<file path="src/rtl/dkong_obj_rom_arb.sv">
// Scheduler for one shared single-port 16K x 8 object ROM: four-plane sprite fetches
// interleaved with buffered download writes.
module dkong_obj_rom_arb #(
    parameter int unsigned RD_LAT   = 1,
    parameter int unsigned FIFO_DEP = 4,
    parameter logic [3:0]  DL_BASE  = 4'hA
) (
    input  logic        CLK_24M,
    input  logic        I_RSTn,
    input  logic        I_FETCH_REQ,
    input  logic [11:0] I_FETCH_AB,
    output logic        O_FETCH_ACK,
    output logic        O_FETCH_VLD,
    output logic [31:0] O_FETCH_DO,
    input  logic [15:0] DL_ADDR,
    input  logic        DL_WR,
    input  logic [7:0]  DL_DATA,
    output logic        O_DL_OVF,
    output logic [13:0] O_MEM_AB,
    output logic [7:0]  O_MEM_DI,
    output logic        O_MEM_WE,
    input  logic [7:0]  I_MEM_DO
);

    localparam int unsigned PW    = $clog2(FIFO_DEP);
    localparam int unsigned PTR_W = PW + 1;

    typedef enum logic [1:0] {IDLE, RD, DRAIN, WR} state_t;
    typedef struct packed {
        logic [13:0] ab;
        logic [7:0]  data;
    } dl_entry_t;

    // Reset: asserts immediately, releases on the clock.
    logic [1:0] rst_sync_q;
    logic       rst_n;

    always_ff @(posedge CLK_24M or negedge I_RSTn) begin
        if (!I_RSTn) rst_sync_q <= 2'b00;
        else         rst_sync_q <= {rst_sync_q[0], 1'b1};
    end
    assign rst_n = rst_sync_q[1];

    // Download write FIFO
    dl_entry_t        fifo_q [FIFO_DEP];
    logic [PTR_W-1:0] wr_ptr_q, rd_ptr_q;
    logic [3:0]       dl_off;
    logic             dl_hit, fifo_empty, fifo_full, push, pop, ovf_q;
    dl_entry_t        head;

    assign dl_off     = DL_ADDR[15:12] - DL_BASE;
    assign dl_hit     = DL_WR && (dl_off < 4'd4);
    assign fifo_empty = (wr_ptr_q == rd_ptr_q);
    assign fifo_full  = (wr_ptr_q[PW] != rd_ptr_q[PW]) &&
                        (wr_ptr_q[PW-1:0] == rd_ptr_q[PW-1:0]);
    // A pop in the same clock frees the slot, so a full FIFO can still accept.
    assign push       = dl_hit && (!fifo_full || pop);
    assign head       = fifo_q[rd_ptr_q[PW-1:0]];

    always_ff @(posedge CLK_24M) begin
        if (push) fifo_q[wr_ptr_q[PW-1:0]] <= {dl_off[1:0], DL_ADDR[11:0], DL_DATA};
    end

    always_ff @(posedge CLK_24M or negedge rst_n) begin
        if (!rst_n) begin
            wr_ptr_q <= '0;
            rd_ptr_q <= '0;
            ovf_q    <= 1'b0;
        end else begin
            if (push) wr_ptr_q <= wr_ptr_q + PTR_W'(1);
            if (pop)  rd_ptr_q <= rd_ptr_q + PTR_W'(1);
            if (dl_hit && fifo_full && !pop) ovf_q <= 1'b1;
        end
    end

    // Read-return tracking: stage k marks the plane whose address went out k clocks ago.
    logic [RD_LAT:0]      pv_q;
    logic [RD_LAT:0][1:0] pp_q;
    logic [7:0]           b0_q, b1_q, b2_q;
    logic                 issue, last_cap;
    logic [1:0]           issue_plane;

    assign last_cap = pv_q[RD_LAT] && (pp_q[RD_LAT] == 2'd3);

    always_ff @(posedge CLK_24M or negedge rst_n) begin
        if (!rst_n) begin
            pv_q <= '0;
            pp_q <= '0;
            b0_q <= 8'h00;
            b1_q <= 8'h00;
            b2_q <= 8'h00;
        end else begin
            pv_q <= {pv_q[RD_LAT-1:0], issue};
            pp_q <= {pp_q[RD_LAT-1:0], issue_plane};
            if (pv_q[RD_LAT]) begin
                case (pp_q[RD_LAT])
                    2'd0:    b0_q <= I_MEM_DO;
                    2'd1:    b1_q <= I_MEM_DO;
                    2'd2:    b2_q <= I_MEM_DO;
                    default: ;
                endcase
            end
        end
    end

    // Arbitration FSM
    state_t      state_q, state_d;
    logic [1:0]  cnt_q, cnt_d;
    logic [11:0] addr_q, addr_d;
    logic        owe_q, owe_d;
    logic        ack_q, ack_d, vld_q, vld_d, we_q, we_d;
    logic [31:0] do_q, do_d;
    logic [13:0] ab_q, ab_d;
    logic [7:0]  di_q, di_d;

    always_ff @(posedge CLK_24M or negedge rst_n) begin
        if (!rst_n) begin
            state_q <= IDLE;
            cnt_q   <= 2'd0;
            addr_q  <= 12'h000;
            owe_q   <= 1'b0;
            ack_q   <= 1'b0;
            vld_q   <= 1'b0;
            we_q    <= 1'b0;
            do_q    <= 32'h0;
            ab_q    <= 14'h0;
            di_q    <= 8'h00;
        end else begin
            state_q <= state_d;
            cnt_q   <= cnt_d;
            addr_q  <= addr_d;
            owe_q   <= owe_d;
            ack_q   <= ack_d;
            vld_q   <= vld_d;
            we_q    <= we_d;
            do_q    <= do_d;
            ab_q    <= ab_d;
            di_q    <= di_d;
        end
    end

    always_comb begin
        state_d     = state_q;
        cnt_d       = cnt_q;
        addr_d      = addr_q;
        owe_d       = owe_q;
        ack_d       = 1'b0;
        we_d        = 1'b0;
        ab_d        = ab_q;
        di_d        = di_q;
        issue       = 1'b0;
        issue_plane = 2'd0;
        pop         = 1'b0;
        vld_d       = last_cap;
        do_d        = last_cap ? {b0_q, b1_q, b2_q, I_MEM_DO} : do_q;
        case (state_q)
            IDLE: begin
                // An owed write beats the renderer; otherwise writes only fill idle slots.
                if (!fifo_empty && (owe_q || !I_FETCH_REQ)) begin
                    state_d = WR;
                    pop     = 1'b1;
                    ab_d    = head.ab;
                    di_d    = head.data;
                    we_d    = 1'b1;
                    owe_d   = 1'b0;
                end else if (I_FETCH_REQ) begin
                    state_d = RD;
                    addr_d  = I_FETCH_AB;
                    cnt_d   = 2'd0;
                    ab_d    = {2'd0, I_FETCH_AB};
                    ack_d   = 1'b1;
                    issue   = 1'b1;
                end
            end
            RD: begin
                if (cnt_q == 2'd3) begin
                    state_d = DRAIN;
                end else begin
                    cnt_d       = 2'(cnt_q + 2'd1);
                    ab_d        = {2'(cnt_q + 2'd1), addr_q};
                    issue       = 1'b1;
                    issue_plane = 2'(cnt_q + 2'd1);
                end
            end
            DRAIN: begin
                if (last_cap) begin
                    state_d = IDLE;
                    owe_d   = !fifo_empty;
                end
            end
            WR:      state_d = IDLE;
            default: state_d = IDLE;
        endcase
    end

    assign O_FETCH_ACK = ack_q;
    assign O_FETCH_VLD = vld_q;
    assign O_FETCH_DO  = do_q;
    assign O_DL_OVF    = ovf_q;
    assign O_MEM_AB    = ab_q;
    assign O_MEM_DI    = di_q;
    assign O_MEM_WE    = we_q;

endmodule

</file>
<file path="config.mk">
export PLATFORM = sky130hd
export DESIGN_NAME = dkong_obj_rom_arb
export DESIGN_NICKNAME = d
export VERILOG_FILES = /design/src/rtl/dkong_obj_rom_arb.sv
export SDC_FILE = /design/constraint.sdc
export NUM_CORES = 1
export LEC_CHECK = 0
export BUFFER_PORTS_ARGS = -buffer_cell sky130_fd_sc_hd__buf_2
export CORE_ASPECT_RATIO = 0.5
export CORE_UTILIZATION = 45
export CTS_CLUSTER_DIAMETER = 50
export DETAILED_ROUTE_END_ITERATION = 8
export GPL_TIMING_DRIVEN = 1
export HOLD_SLACK_MARGIN = 0.12
export PLACE_DENSITY = 0.67
export SYNTH_ARGS = -nofsm -noshare
export SYNTH_HDL_FRONTEND = slang
export SYNTH_SLANG_ARGS = --single-unit
</file>
<file path="constraint.sdc">
create_clock -name CLK_24M -period 10.6 [get_ports CLK_24M]
set_input_delay 2.12 -clock CLK_24M [delete_from_list [all_inputs] [get_ports CLK_24M]]
set_output_delay 2.12 -clock CLK_24M [all_outputs]
set_load 0.01 [all_outputs]
</file>
==> summary.txt, run 1 <==
CTS clk-pin slew, worst paths: 0.06 ns
Post-DP HPWL: 9335 um
Setup TNS: 0 ns
Post-DR vias/cell: 5.125
Max-Cap Viols: 0
Relative slew slack: 23.78%
Pwr per Cell Area: 297.6 nW/um^2
Tcrit/Tclk final: 35.67%
Least-Margin Pin Slew: 1.143 ns
Clock latency on the worst-skew pair: 0.49 ns
CTS tree: done
Die Ht: 96.53 um
CTS sink count: 201
HP Class: flip-flop to flip-flop
LEAKAGE: 3.869 nW
Comb pwr share: 31.2%
Cell internal pwr: 1.938 mW
FP Rows: 34
DRT Wirelength: 14470 um
Total number of vias: 4182
Outcome: complete, no violations
WP buf/inv: 2
Top Ports: 106
Nets@finish: 624
Endpoint kind of the worst setup timing path: flip-flop
Initial antenna violation count: 0
Final ANT Viol Nets: 0
Mapped Cells: 460
Setup Fix Bufs, Post-CTS: 0
Final setup fails: 0
Synth cell types: 49
Post-synth ARST share: 56.22%
Post-synth top area cell: dfrtp_1
Placer Congestion: 0.7867
Layout cells sized above 1: 43.64%
Reg power frac: 43.4%
Worst r2r path cells: 3
Worst reg2reg path startpoint: state_q[0]$_DFFE_PN0P_
First-pass GRT wire length: 23040 um
Type of origin of the critical path: input port
Cell area after layout: 9425 sq um
Slowest CP cell: and3_1
Pin count of the biggest net entering global routing: 60
Tmin final: 3.781 ns
Net Sw Frac: 30.91%
Hold_sp: pp_q[0]$_DFF_PN0_
Switch Pwr: 867.2 uW
Max Fclk: 0.2645 GHz
#FFs+latches synth: 201
Final Skew: 0.01938 ns
Syn_nets: 515
Clock power share: 25.4%
Crit-path cells: buf_2 > inv_1 > ha_1 > xor2_1 > and3_1 > and3_1
Dpl cell area: 8770 sq um
Die area: 18440 sq um
DIE WIDTH: 191.1 um
Crit path max-delay family: simple AND/OR/NAND/NOR gates
Area contributors post-synth: dfrtp_1 35%, edfxtp_1 33%, mux2_2 8.5%, mux4_2 6.2%, o41ai_2 2.0%
Post-cts sizing count: 0
Maximum vdd drop: 0.1478 mV
Arrival time at the worst endpoint: 3.89 ns
# DRC: 0
Number of global-route vias before repair: 4343
GRT Residual Overflow: 0
Drt pass-1 iters: 6
H-tree depth reported by CTS: 1
Max clock buf depth: 3
Critical-path maximum fanout: 23
Critical path's most frequent cell: and3_1
Crit Reg-Reg Endpoint: fifo_q[3][14]$_DFFE_PP_
Slew Limit Fails: 0
Cell area after synthesis: 8041 sq um
Crit-path max cell delay: 0.95 ns
CP Launch Point: DL_ADDR[13]
Worst Hold End: pp_q[2]$_DFF_PN0_
IO buf count: 105
Post-synthesis sequential area ratio: 68.03%
RSZ-0062 raised after global routing: false
Synth top area share: 35.16%
# hold bufs at CTS: 0
Mean Syn Cell Area: 17.48 sq um
Final hold violation count: 0
CTS Buf Count: 19
CP Data Required Time: 10.70 ns
Antenna cells: 0
Flop2flop setup slack: 7.71 ns
Routed wire per std cell: 17.73 um
Top FF cell, synth: dfrtp_1
Number of synthesized flops with an enable pin: 88
CTS Root Cell: clkbuf_16
Tot GR Track Use: 16.17%
Initial DRC count: 151
Core area: 17440 sq um
Initial core utilization: 46.10%
Area delta synth->final: 17.21%
Worst hold path depth: 0
Synth Warn #: 0
Worst Setup Path Type: input port to flip-flop
-- Yosys cell counts, types with 2 or more instances --
cell type	instances
a21o_1	2
and3_1	6
buf_2	4
buf_4	2
buf_6	2
clkbuf_1	10
dfrtp_1	113
edfxtp_1	88
ha_1	7
inv_1	13
mux2_1	8
mux2_2	61
mux2_4	9
mux4_2	22
nand2_1	4
nand2b_1	2
nand3_1	4
nand3b_1	2
nor2_1	16
nor2b_1	13
nor3_1	13
o21ai_0	13
o31a_1	2
o41ai_1	2
o41ai_2	10
xnor2_1	4
xnor2_2	2
xor2_1	5
-- state kept, by name, indices dropped and copies added (netlist names), 2 cells and up --
register	cells
rst_sync_q	2
wr_ptr_q	3
b1_q	8
state_q	2
O_FETCH_DO	32
pp_q	4
b2_q	8
rd_ptr_q	3
pv_q	2
fifo_q	88
O_MEM_AB	14
addr_q	12
cnt_q	2
O_MEM_DI	8
b0_q	8
-- area by class of cell --
| cell class | instances | area (sq um) |
|---|---|---|
| clock inverters | 10 | 131.4 |
| fillers | 1437 | 8016 |
| repair buffers | 107 | 540.5 |
| multi-input cells | 227 | 2412 |
| inverters | 13 | 48.80 |
| flip-flops and latches | 201 | 5475 |
| clock buffers | 24 | 524.3 |
| well taps | 234 | 292.8 |
-- power groups by stage --
stage	Sequential [mW]	Combinational, mW	Clock [mW]
floorplan	1.22	0.644	0
global placement	1.23	0.867	0
detailed placement	1.24	0.887	0
CTS	1.22	0.889	0.730
global route	1.25	0.961	0.766
finish	1.22	0.875	0.712
-- metal layers --
layer / vias to the layer above / part of all wire (%) / track usage, %
met1: 2128 / 48 / 22.07
met5: - / 0 / 0
met4: 0 / 2.1 / 4.233
met2: 83 / 46 / 26.78
li1: 1946 / - / -
met3: 25 / 4.0 / 3.286
-- metrics by stage --
step / total power, mW / hold WS (ns) / utilization (%) / std cells / worst slack, ns
after floorplan: 1.868 / 0.3312 / - / 460 / 6.800
final: 2.805 / 0.3499 / 54.04 / 816 / 6.819
after detailed placement: 2.123 / 0.3385 / 50.28 / 782 / 6.268
after global placement: 2.095 / 0.3333 / 50.28 / 782 / 6.333
after CTS: 2.842 / 0.3529 / 54.04 / 816 / 6.788
after global routing: 2.981 / 0.3554 / 54.04 / 816 / 6.629
-- placed cells by master, fill, tap and decap left out, drive strengths merged, types with 5 or more instances in the layout --
cell / instances
nor2: 16
buf: 107
ha: 7
xor2: 5
o21ai: 14
mux4: 22
o41ai: 12
mux2: 78
nor2b: 13
xnor2: 6
dfrtp: 113
nor3: 14
and3: 6
clkinv: 5
edfxtp: 88
clkbuf: 24
inv: 15
-- worst reg2reg max path, delay by kind of cell, from the launching register on --
| kind | cells | cell delay (ns) |
|---|---|---|
| DFF | 1 | 0.73 |
| AOI/OAI and AO/OA | 1 | 0.33 |
| and+or+nand+nor | 2 | 1.46 |
-- cell families after synthesis --
group                      synth area share, %
adders and majority gates                1.089
DFF                                      68.03
xor gates and xnor gates                 1.385
other                                  0.04663
buffers and inverters                    2.038
muxes                                    17.63
and+or+nand+nor                          4.652
AOI/OAI and AO/OA                        5.135
-- worst max-delay path by stage --
stage                              endpoint  slack, ns  cells past startpoint
floorplan            fifo_q[3][0]$_DFFE_PP_       6.80                      5
global placement     fifo_q[3][6]$_DFFE_PP_       6.33                      6
detailed placement   fifo_q[1][6]$_DFFE_PP_       6.27                      6
CTS                 fifo_q[1][15]$_DFFE_PP_       6.79                      6
global route        fifo_q[3][17]$_DFFE_PP_       6.63                      6
finish              fifo_q[3][14]$_DFFE_PP_       6.82                      6
Note: power is estimated with default switching activity, not from simulation.
==> inputs of run 2 (changes only) <==
--- a/config.mk
+++ b/config.mk
@@ -12,7 +12,7 @@
 export DETAILED_ROUTE_END_ITERATION = 8
 export GPL_TIMING_DRIVEN = 1
 export HOLD_SLACK_MARGIN = 0.12
-export PLACE_DENSITY = 0.67
+export PLACE_DENSITY = 0.69
 export SYNTH_ARGS = -nofsm -noshare
 export SYNTH_HDL_FRONTEND = slang
 export SYNTH_SLANG_ARGS = --single-unit
==> constraint.sdc (replaced) <==
create_clock -name CLK_24M -period 3.28 [get_ports CLK_24M]
set_input_delay 0.656 -clock CLK_24M [delete_from_list [all_inputs] [get_ports CLK_24M]]
set_output_delay 0.656 -clock CLK_24M [all_outputs]
set_load 0.01 [all_outputs]
==> summary.txt, run 2 (synthesized netlist as in run 1, its figures left out) <==
Outcome: complete, no violations
Nets@finish: 632 (+1.3%)
Relative slew slack: 38.12% (+14 points)
Layout cells sized above 1: 43.90% (+0.26 points)
Setup TNS: 0 ns (unchanged)
Tcrit/Tclk final: 73.36%
Top Ports: 106 (unchanged)
Maximum vdd drop: 0.4682 mV (+220%)
Max clock buf depth: 3 (unchanged)
RSZ-0062 raised after global routing: false
First-pass GRT wire length: 23120 um (+0.36%)
Worst r2r path cells: 4 (+1)
LEAKAGE: 3.898 nW (+0.76%)
DIE WIDTH: 191.1 um (unchanged)
Least-Margin Pin Slew: 0.9282 ns (-0.2151 ns)
Final hold violation count: 0 (unchanged)
Max Fclk: 0.4156 GHz
Endpoint kind of the worst setup timing path: flip-flop
Arrival time at the worst endpoint: 2.55 ns (-1.34 ns)
Drt pass-1 iters: 4 (-2)
HP Class: flip-flop to flip-flop
Max-Cap Viols: 0 (unchanged)
Antenna cells: 0 (unchanged)
Reg power frac: 42.7% (-0.7 points)
CP Data Required Time: 3.43 ns (-7.27 ns)
Most frequent cells in the layout: 111 x dfrtp_1, 105 x buf_2, 88 x edfxtp_1, 61 x mux2_2, 22 x mux4_2
Die area: 18440 sq um (unchanged)
# DRC: 0 (unchanged)
Number of global-route vias before repair: 4241 (-2.3%)
Clock power share: 24.9% (-0.5 points)
Clock latency on the worst-skew pair: 0.48 ns (about the same)
CTS sink count: 201 (unchanged)
Type of origin of the critical path: flip-flop
Area delta synth->final: 17.88%
CTS tree: done
Pwr per Cell Area: 954.2 nW/um^2 (+220%)
Initial antenna violation count: 0 (unchanged)
Placer Congestion: 0.8102 (+3.0%)
CTS clk-pin slew, worst paths: 0.07 ns (about the same)
FP Rows: 34 (unchanged)
DRT Wirelength: 14590 um (+0.84%)
Cell internal pwr: 6.229 mW (+220%)
Critical-path maximum fanout: 34 (+48%)
Fill cells: 1431 (-0.42%)
Worst Setup Path Type: flip-flop to flip-flop
Max FFs per register: 88 (unchanged)
Post-cts sizing count: 0 (unchanged)
Core area: 17440 sq um (unchanged)
H-tree depth reported by CTS: 1 (unchanged)
GRT Residual Overflow: 0 (unchanged)
Final Skew: 0.01274 ns (-0.006636 ns)
Initial DRC count: 195 (+29%)
Worst hold path depth: 0 (unchanged)
Initial core utilization: 46.10% (unchanged)
Tot GR Track Use: 16.34% (+0.17 points)
Setup Fix Bufs, Post-CTS: 0 (unchanged)
Switch Pwr: 2.816 mW (+220%)
CTS Buf Count: 19 (unchanged)
Total number of vias: 4216 (+0.81%)
Slew Limit Fails: 0 (unchanged)
Post-DR vias/cell: 5.117 (-0.17%)
Most common cell after layout, fill and taps aside: dfrtp_1
IO buf count: 105 (unchanged)
CTS Root Cell: clkbuf_16
Post-DP HPWL: 9439 um (+1.1%)
Die Ht: 96.53 um (unchanged)
Routed wire per std cell: 17.71 um (-0.14%)
Tmin final: 2.406 ns
Final core utilization: 54.35% (+0.31 points)
Net Sw Frac: 31.13% (+0.22 points)
Final ANT Viol Nets: 0 (unchanged)
Pin count of the biggest net entering global routing: 58 (-3.3%)
Final setup fails: 0 (unchanged)
Comb pwr share: 32.4% (+1.2 points)
run 2: cell count changes in the layout (fill, tap and decap cells not counted), sizes merged:
| cell | change |
|---|---|
| buf | +7 |
| clkbuf | -1 |
| clkinv | +1 |
| dlygate4sd3 | +1 |
run 2: stage by stage:
stage	instances	power, mW	setup slack, ns	instance area [sq um]	hold WS [ns]
final	824	9.045	0.8737	9479	0.3486
after floorplan	460	6.035	0.9442	8043	0.3311
after detailed placement	789	6.892	0.8747	8835	0.3347
after global routing	824	9.625	0.6860	9479	0.3602
after CTS	824	9.172	0.8527	9479	0.3488
after global placement	789	6.807	0.9334	8835	0.3321
run 2: critical path, stage by stage, from the launching register on:
cell	delay, ns
dfrtp_1	0.73
or2_2	0.47
o2111ai_2	0.34
and3_1	0.22
buf_4	0.32
run 2: metal layers:
metal | routed length [um] | GRT usage, % | vias to the layer above
met5 | 0 | 0 | -
met4 | 187 | 3.505 | 0
met3 | 774 | 3.142 | 13
met2 | 6831 | 26.33 | 102
met1 | 6796 | 23.28 | 2133
li1 | - | - | 1968
run 2: area by class of cell:
cell class              instances  area [sq um]  area share, %
clock buffers                  23         490.5          5.174
clock inverters                11         143.9          1.518
inverters                      13         48.80         0.5148
multi-input cells             227          2412          25.45
flip-flops and latches        201          5475          57.76
well taps                     234         292.8          3.089
repair buffers                115         615.6          6.494
run 2: power by group through the flow:
| stage | combinational (mW) | sequential (mW) | clock (mW) |
|---|---|---|---|
| after global routing | 3.22 | 3.98 | 2.43 |
| final | 2.93 | 3.86 | 2.25 |
| after CTS | 2.99 | 3.87 | 2.31 |
| after floorplan | 2.08 | 3.95 | 0 |
| after global placement | 2.91 | 3.89 | 0 |
| after detailed placement | 2.98 | 3.92 | 0 |
run 2: worst paths after layout:
kind                                    startpoint  slack [ns]                        end
setup reg to reg            state_q[0]$_DFFE_PN0P_        0.87    fifo_q[3][15]$_DFFE_PP_
hold reg to reg                  pp_q[0]$_DFF_PN0_        0.35          pp_q[2]$_DFF_PN0_
hold / removal                   pp_q[0]$_DFF_PN0_        0.35          pp_q[2]$_DFF_PN0_
max in group asynchronous  rst_sync_q[1]$_DFF_PN0_        2.14    rd_ptr_q[0]$_DFFE_PN0P_
min in group asynchronous  rst_sync_q[1]$_DFF_PN0_        0.39  O_FETCH_DO[1]$_DFFE_PN0P_
setup / recovery            state_q[0]$_DFFE_PN0P_        0.87    fifo_q[3][15]$_DFFE_PP_
run 2: repair_timing:
item                                    in CTS  in global routing
hold buffers                                 1                  0
endpoints found under the hold margin        2                  0
endpoints found under the setup margin       0                  0
